`config.mk`:
```
export PLATFORM = sky130hd
export DESIGN_NAME = approx_mult_pipe
export DESIGN_NICKNAME = d
export VERILOG_FILES = /design/src/rtl/approx_mult_pipe.sv
export SDC_FILE = /design/constraint.sdc
export NUM_CORES = 1
export LEC_CHECK = 0
export BUFFER_PORTS_ARGS = -buffer_cell sky130_fd_sc_hd__buf_2
export CORE_ASPECT_RATIO = 1.4
export CORE_UTILIZATION = 45
export DETAILED_ROUTE_END_ITERATION = 6
export GPL_TIMING_DRIVEN = 0
export MAX_ROUTING_LAYER = met4
export PLACE_DENSITY = 0.67
export RECOVER_POWER = 50
export SETUP_SLACK_MARGIN = 0.05
export SKIP_CTS_REPAIR_TIMING = 1
export SLEW_MARGIN = 20
export SYNTH_ARGS = -nofsm -noshare
export SYNTH_HDL_FRONTEND = slang
export SYNTH_SLANG_ARGS = --single-unit
```
`constraint.sdc`:
```
create_clock -name clk -period 6.71 [get_ports clk]
set_clock_uncertainty 0.2 [all_clocks]
set_input_delay 1.6775 -clock clk [delete_from_list [all_inputs] [get_ports clk]]
set_output_delay 1.6775 -clock clk [all_outputs]
set_load 0.02 [all_outputs]
```
`src/rtl/approx_mult_pipe.sv`:
```
// Two-stage valid/ready pipelined unsigned multiplier with selectable exact/approximate product.
// Define APPROX_ERR_MON_EN to compile in the approximation error monitor (clr_stats, err_cnt, err_sum).
module approx_mult_pipe #(
  parameter int unsigned WIDTH = 8,
  parameter int unsigned L     = 4,
  parameter int unsigned K     = WIDTH
) (
  input  logic               clk,
  input  logic               rst,
  input  logic               in_valid,
  output logic               in_ready,
  input  logic [WIDTH-1:0]   x,
  input  logic [WIDTH-1:0]   y,
  input  logic               mode,
  output logic               out_valid,
  input  logic               out_ready,
  output logic [2*WIDTH-1:0] z
`ifdef APPROX_ERR_MON_EN
  ,
  input  logic               clr_stats,
  output logic [31:0]        err_cnt,
  output logic [47:0]        err_sum
`endif
);

  localparam int unsigned PW = 2 * WIDTH;

  logic          s1_valid_q, s1_valid_d;
  logic          s1_mode_q, s1_mode_d;
  logic [PW-1:0] s1_hi_q, s1_hi_d;
  logic [PW-1:0] s1_lo_kept_q, s1_lo_kept_d;
  logic [PW-1:0] s1_lo_full_q, s1_lo_full_d;
  logic          s2_valid_q, s2_valid_d;
  logic [PW-1:0] z_q, z_d;

  logic          s2_adv, s1_adv, accept;
  logic [PW-1:0] pp_hi, pp_kept, pp_full;

`ifdef APPROX_ERR_MON_EN
  logic [PW-1:0] s2_exact_q, s2_exact_d;
  logic          s2_mode_q, s2_mode_d;
  logic [31:0]   err_cnt_q, err_cnt_d;
  logic [47:0]   err_sum_q, err_sum_d;
  logic [PW-1:0] err;
  logic [64:0]   sum_wide;
`endif

  // Rows i >= L form the exact upper product; low rows are summed both in full
  // (for exact mode) and with columns below K dropped (for approximate mode).
  always_comb begin
    pp_hi   = '0;
    pp_kept = '0;
    pp_full = '0;
    for (int unsigned i = 0; i < WIDTH; i++) begin
      if (x[i]) begin
        if (i < L) begin
          pp_full = pp_full + (PW'(y) << i);
          for (int unsigned j = 0; j < WIDTH; j++) begin
            if (y[j] && (i + j >= K)) pp_kept = pp_kept + (PW'(1) << (i + j));
          end
        end else begin
          pp_hi = pp_hi + (PW'(y) << i);
        end
      end
    end
  end

  always_comb begin
    s2_adv   = !s2_valid_q || out_ready;
    s1_adv   = !s1_valid_q || s2_adv;
    in_ready = !rst && s1_adv;
    accept   = in_valid && in_ready;

    s1_valid_d   = s1_valid_q;
    s1_mode_d    = s1_mode_q;
    s1_hi_d      = s1_hi_q;
    s1_lo_kept_d = s1_lo_kept_q;
    s1_lo_full_d = s1_lo_full_q;
    s2_valid_d   = s2_valid_q;
    z_d          = z_q;

    if (s1_adv) begin
      s1_valid_d = accept;
      if (accept) begin
        s1_mode_d    = mode;
        s1_hi_d      = pp_hi;
        s1_lo_kept_d = pp_kept;
        s1_lo_full_d = pp_full;
      end
    end

    if (s2_adv) begin
      s2_valid_d = s1_valid_q;
      if (s1_valid_q) z_d = s1_hi_q + (s1_mode_q ? s1_lo_full_q : s1_lo_kept_q);
    end
  end

`ifdef APPROX_ERR_MON_EN
  always_comb begin
    s2_exact_d = s2_exact_q;
    s2_mode_d  = s2_mode_q;
    if (s2_adv && s1_valid_q) begin
      s2_exact_d = s1_hi_q + s1_lo_full_q;
      s2_mode_d  = s1_mode_q;
    end

    err       = s2_exact_q - z_q;
    sum_wide  = {17'b0, err_sum_q} + 65'(err);
    err_cnt_d = err_cnt_q;
    err_sum_d = err_sum_q;
    if (clr_stats) begin
      err_cnt_d = '0;
      err_sum_d = '0;
    end else if (s2_valid_q && out_ready && !s2_mode_q) begin
      if (err != '0 && err_cnt_q != '1) err_cnt_d = err_cnt_q + 32'd1;
      err_sum_d = (sum_wide[64:48] != '0) ? '1 : sum_wide[47:0];
    end
  end
`endif

  always_ff @(posedge clk) begin
    if (rst) begin
      s1_valid_q   <= '0;
      s1_mode_q    <= '0;
      s1_hi_q      <= '0;
      s1_lo_kept_q <= '0;
      s1_lo_full_q <= '0;
      s2_valid_q   <= '0;
      z_q          <= '0;
`ifdef APPROX_ERR_MON_EN
      s2_exact_q   <= '0;
      s2_mode_q    <= '0;
      err_cnt_q    <= '0;
      err_sum_q    <= '0;
`endif
    end else begin
      s1_valid_q   <= s1_valid_d;
      s1_mode_q    <= s1_mode_d;
      s1_hi_q      <= s1_hi_d;
      s1_lo_kept_q <= s1_lo_kept_d;
      s1_lo_full_q <= s1_lo_full_d;
      s2_valid_q   <= s2_valid_d;
      z_q          <= z_d;
`ifdef APPROX_ERR_MON_EN
      s2_exact_q   <= s2_exact_d;
      s2_mode_q    <= s2_mode_d;
      err_cnt_q    <= err_cnt_d;
      err_sum_q    <= err_sum_d;
`endif
    end
  end

  assign out_valid = s2_valid_q;
  assign z         = z_q;
`ifdef APPROX_ERR_MON_EN
  assign err_cnt   = err_cnt_q;
  assign err_sum   = err_sum_q;
`endif

endmodule
```
After elaboration in Yosys (flattened, before gate mapping)
Index checks and enable logic that the tools add are counted.
W data, S select, Z words.

operators by class
  reductions and logical operators = 9
  $add $sub $neg = 12
  muxes and demuxes = 21

operators by type and width
  kind                      count
  $mux W16                  17
  $add A16 B10 Y16 const B  2
  $add A16 B9 Y16 const B   2
  $add A16 B10 Y16          1
  $add A16 B11 Y16          1
  $add A16 B11 Y16 const B  1
  $add A16 B13 Y16          1
  $add A16 B14 Y16          1
  $add A16 B15 Y16          1
  $add A16 B16 Y16          1
  $mux W12                  1
  $add A8 B9 Y10            1
  $mux W10                  1
  $mux W9                   1
  $mux W8                   1
  $reduce_and A2 Y1         2
  $logic_not A1 Y1          3
  $logic_and A1 B1 Y1       2
  $logic_or A1 B1 Y1        2

word-level totals
  logic and storage cells = 49
  output and inout bits = 18
  bits in registers = 67

Longest topological paths before layout
  depth in word-level cells = 17
  depth in mapped cells = 25
  gate-level depth less buffers = 24

Least setup slack after synthesis
Ideal clock, no wire load.

  path type = input port to flip-flop
  start = in x[0]
  end = reg s1_lo_full_q[10]
  cell stages on the path = 22
  arrival time = 5.856 ns
  setup slack = 0.534 ns
  required time = 6.390 ns
  library setup time = 0.120 ns
  cells stage by stage = clkbuf_1 > nand2_1 > inv_1 > ha_1 > a21o_1 > a21o_2 > xor2_1 > and3_1 > or2_1 > ha_1 > o21ai_0 > o21bai_1 > a21oi_1 > xnor2_1 > a221o_1 > ha_1 > and3_1 > a211oi_1 > a21oi_1 > xor2_1 > and3_1 > a211o_1

on the way
  cells in the longest elaborated chain, start to end = 7

ends and longest elaborated chain
  what                  line  source
  from (decl)           12    input logic [WIDTH-1:0] x,
  $mux W8 *             55    if (x[i]) begin
  $add A8 B9 Y10        57    pp_full = pp_full + (PW'(y) << i);
  $mux W10 *            55
  $add A16 B10 Y16      57
  $mux W16 *            55
  $add A16 B11 Y16      57
  $mux W16 *            55
  to (signal assigned)  141   s1_lo_full_q <= s1_lo_full_d;
  to (decl)             32    logic [PW-1:0] s1_lo_full_q, s1_lo_full_d;

Every way passes the cells marked *; elsewhere a longest branch is shown, timed or not.
A chain may end at the register's enable or synchronous reset.

Worst setup path in the final report
  start = in y[3]
  end = reg s1_lo_full_q[10]

on the way
  cells in the longest elaborated chain, start to end = 7

ends and longest elaborated chain
  what              line  source
  from (decl)       13    input logic [WIDTH-1:0] y,
  $mux W8           55
  $add A8 B9 Y10    57
  $mux W10          55
  $add A16 B10 Y16  57
  $mux W16          55
  $add A16 B11 Y16  57
  $mux W16 *        55

Marks and branches as above.

==> reports/summary.txt <==
Sequential share of power: 29.9%
Register area: 981 µm²
Die H: 130 µm
CP Class: in -> reg
Total GRT Usage: 24.6%
H-tree level count: 2
Cells after Synth: 664
Post-synth EDFFs: 0
Fin cells: 849
Vias in the first global route: 4774
Worst setup EP type: register
PwrDens: 189 mW/mm²
Sw Share: 36.4%
Setup violators final: 0
Hold path start: z[4]
Final Hold Fails: 0
YS warnings: 0
Syn-to-layout area delta: 9.43%
Number of routed nets with antenna violations: 0
Post-synthesis sequential area ratio: 18.7%
Via count: 4950
CTS Buf Count: 5
Synthesized net count: 759
DRC Markers: 0
Total congestion overflow: 0
Nets: 799
Hold WS: 0.254 ns
Reg-to-reg startpoint: s1_mode_q
Fraction of layout cells with a size suffix above 1: 7.80%
Critical Path Start: y[3]
Via density: 5.83
Port Buf Inserts: 34
Ant diodes: 0
# rows: 46
Initial antenna violation count: 0
Synth unique cells: 72
Synth area leader: dfxtp_1
Inst Count DP: 842
Boundary pin count: 39
Slew Viols, Final: 0
Pre-antenna DRT Iters: 4
Fin worst setup slack: 0.402 ns
Syn Area/Cell: 7.89 µm²
Slew HR: 57.8%
Clock Tree Root: clkbuf_16
Synth area leaders: dfxtp_1 (19%), ha_1 (16%), nand2_1 (5.1%), a21oi_1 (5.1%), xor2_1 (3.7%)
Pint: 0.691 mW
Status: completed
Peak VDD IR: 0.000106 V
Multi-input logic area: 0.00394 mm²
Comb power frac: 43.4%
Yosys top cell area share: 18.7%
Primary FF master, synth: dfxtp_1
Overall Power: 1.09 mW
Max clock buf depth: 2
Register bit total from synthesis: 49
Layout filler cell count: 1086
Starting Density: 46.2%
Largest net degree at the start of global routing: 17
Total core area: 0.0113 mm²
DPL Wire Length: 11200 µm
WP data arrival: 6.29 ns
Post-synth ARST share: 0%
Tmin final: 6.31 ns
Clk_lat worst skew: 0.29 ns
Worst Path Required: 6.69 ns
CTS tree: built
CTS sink cnt: 49
Clock-pin slew on the worst setup and hold paths: 0.07 ns
Initial DRC count: 226
RSZ-0062 raised after global routing: false
Switching power of the nets: 0.396 mW
Leak pwr: 2.61 nW
Final worst-path cycle share: 94.0%
Hold crit path type: reg -> reg
Pre-CTS setup slack: -0.142 ns
Clock power share: 26.7%
First-pass GRT wire length: 23000 µm
Slew @ Worst Pin: 0.633 ns
Die area: 0.0121 mm²
Total wire length: 14100 µm
Die X: 93.2 µm
Max Fclk: 0.159 GHz
GPL Wtd Cong: 0.914
Crit start category: input pin
Mapped Area: 0.00524 mm²
Max-cap violations: 0
Crit Path Max Fanout: 13
Drt wl/cell: 16.6 µm
[worst max-delay path, cell delays in order]
cell	delay (ns)
buf_2	0.26
buf_4	0.24
nand2_1	0.08
inv_1	0.06
ha_1	0.27
a21o_2	0.25
xor2_1	0.15
and3_1	0.19
or2_1	0.21
ha_1	0.35
o21ai_0	0.10
o21bai_1	0.21
a21oi_1	0.12
xnor2_1	0.13
a221o_1	0.37
ha_1	0.33
and3_1	0.19
a211oi_1	0.35
a21oi_1	0.15
xor2_1	0.16
and3_1	0.18
a211o_1	0.27
[metal layers]
layer	GRT usage (%)	wire length, µm	up-vias
li1	-	-	2506
met1	27.8	6000	2306
met2	45.1	7170	114
met3	1.41	436	24
met4	9.50	479	0
met5	-	0	-
[Yosys cell counts, types with 10 or more instances]
cell type,instances
inv_1,28
o21ai_1,19
and3_1,14
clkbuf_1,18
o21ai_0,16
nand3_1,30
nor3_1,14
xor2_1,22
dfxtp_1,49
xnor2_1,15
a21oi_1,53
o21a_1,10
a211oi_1,10
nand2_1,71
and2_1,10
ha_1,67
nor2b_1,12
a21o_1,19
nor2_1,34
[sequential cells by signal (all words and copies together) (netlist names)]
register	flops
out_valid	1
s1_lo_kept_q	6
s1_mode_q	1
s1_lo_full_q	12
s1_valid_q	1
z	16
s1_hi_q	12
[cell usage in the layout (no fill, tap or decap), types with 4 or more instances in the layout]
cell type / synthesis / final
clkbuf_16: 0 / 5
nor3_1: 14 / 14
o21ai_1: 19 / 18
clkbuf_1: 18 / 38
a21o_1: 19 / 19
o31ai_1: 5 / 5
o21ai_0: 16 / 17
nand3_1: 30 / 30
nor2b_1: 12 / 12
or3_1: 6 / 6
a211o_1: 5 / 5
mux2i_1: 9 / 9
xor2_1: 22 / 22
inv_1: 28 / 28
buf_2: 3 / 20
a311o_1: 5 / 5
nor4_1: 5 / 5
and2_1: 10 / 9
dfxtp_1: 49 / 49
and3_1: 14 / 14
a211oi_1: 10 / 10
nand2_1: 71 / 71
o21a_1: 10 / 10
nor4b_1: 5 / 5
xnor2_1: 15 / 15
o211ai_1: 4 / 4
nand2b_1: 5 / 5
clkbuf_8: 5 / 5
ha_1: 67 / 67
mux2_2: 9 / 9
nand4_1: 5 / 5
a21oi_1: 53 / 53
a31oi_1: 9 / 9
nor2_1: 34 / 34
fa_1: 7 / 7
[power by group through the flow]
| stage | Sequential (mW) | Clock, mW | Combinational, mW |
|---|---|---|---|
| floorplan | 0.333 | 0 | 0.357 |
| global placement | 0.330 | 0 | 0.453 |
| detailed placement | 0.331 | 0 | 0.466 |
| CTS | 0.324 | 0.291 | 0.469 |
| global route | 0.328 | 0.304 | 0.525 |
| finish | 0.325 | 0.290 | 0.471 |
[worst paths after layout]
check        cells past startpoint          endpoint  slack (ns)
max                             22  s1_lo_full_q[10]        0.40
min                              2              z[4]        0.25
max reg2reg                     12             z[14]        3.56
min reg2reg                      2              z[4]        0.25
[area by class of cell]
class | instances | area share, %
Buffer | 35 | 3.56
Clock buffer | 5 | 2.18
Clock inverter | 3 | 0.764
Inverter | 29 | 1.90
Multi-Input combinational cell | 550 | 68.8
Sequential cell | 49 | 17.1
Tap cell | 144 | 3.14
Timing Repair Buffer | 34 | 2.60
[metrics by stage]
| step | util (%) | setup TNS, ns | instance area [µm²] |
|---|---|---|---|
| 2_1_floorplan | - | 0 | 5240 |
| 3_3_place_gp | 49.3 | -0.0741 | 5590 |
| 3_5_place_dp | 49.3 | -0.142 | 5590 |
| 4_1_cts | 50.8 | 0 | 5760 |
| 5_1_grt | 50.6 | 0 | 5730 |
| 6_report | 50.6 | 0 | 5730 |
[cell families after synthesis]
logic type	count (synthesis)	synth area share [%]
simple gates	230	22.3
xor+xnor	37	6.18
mux	19	3.87
fa+ha+maj	74	18.7
compound gates	190	24.2
buf+inv	65	6.04
flops	49	18.7
No activity file was read; power rests on OpenSTA's default activity.
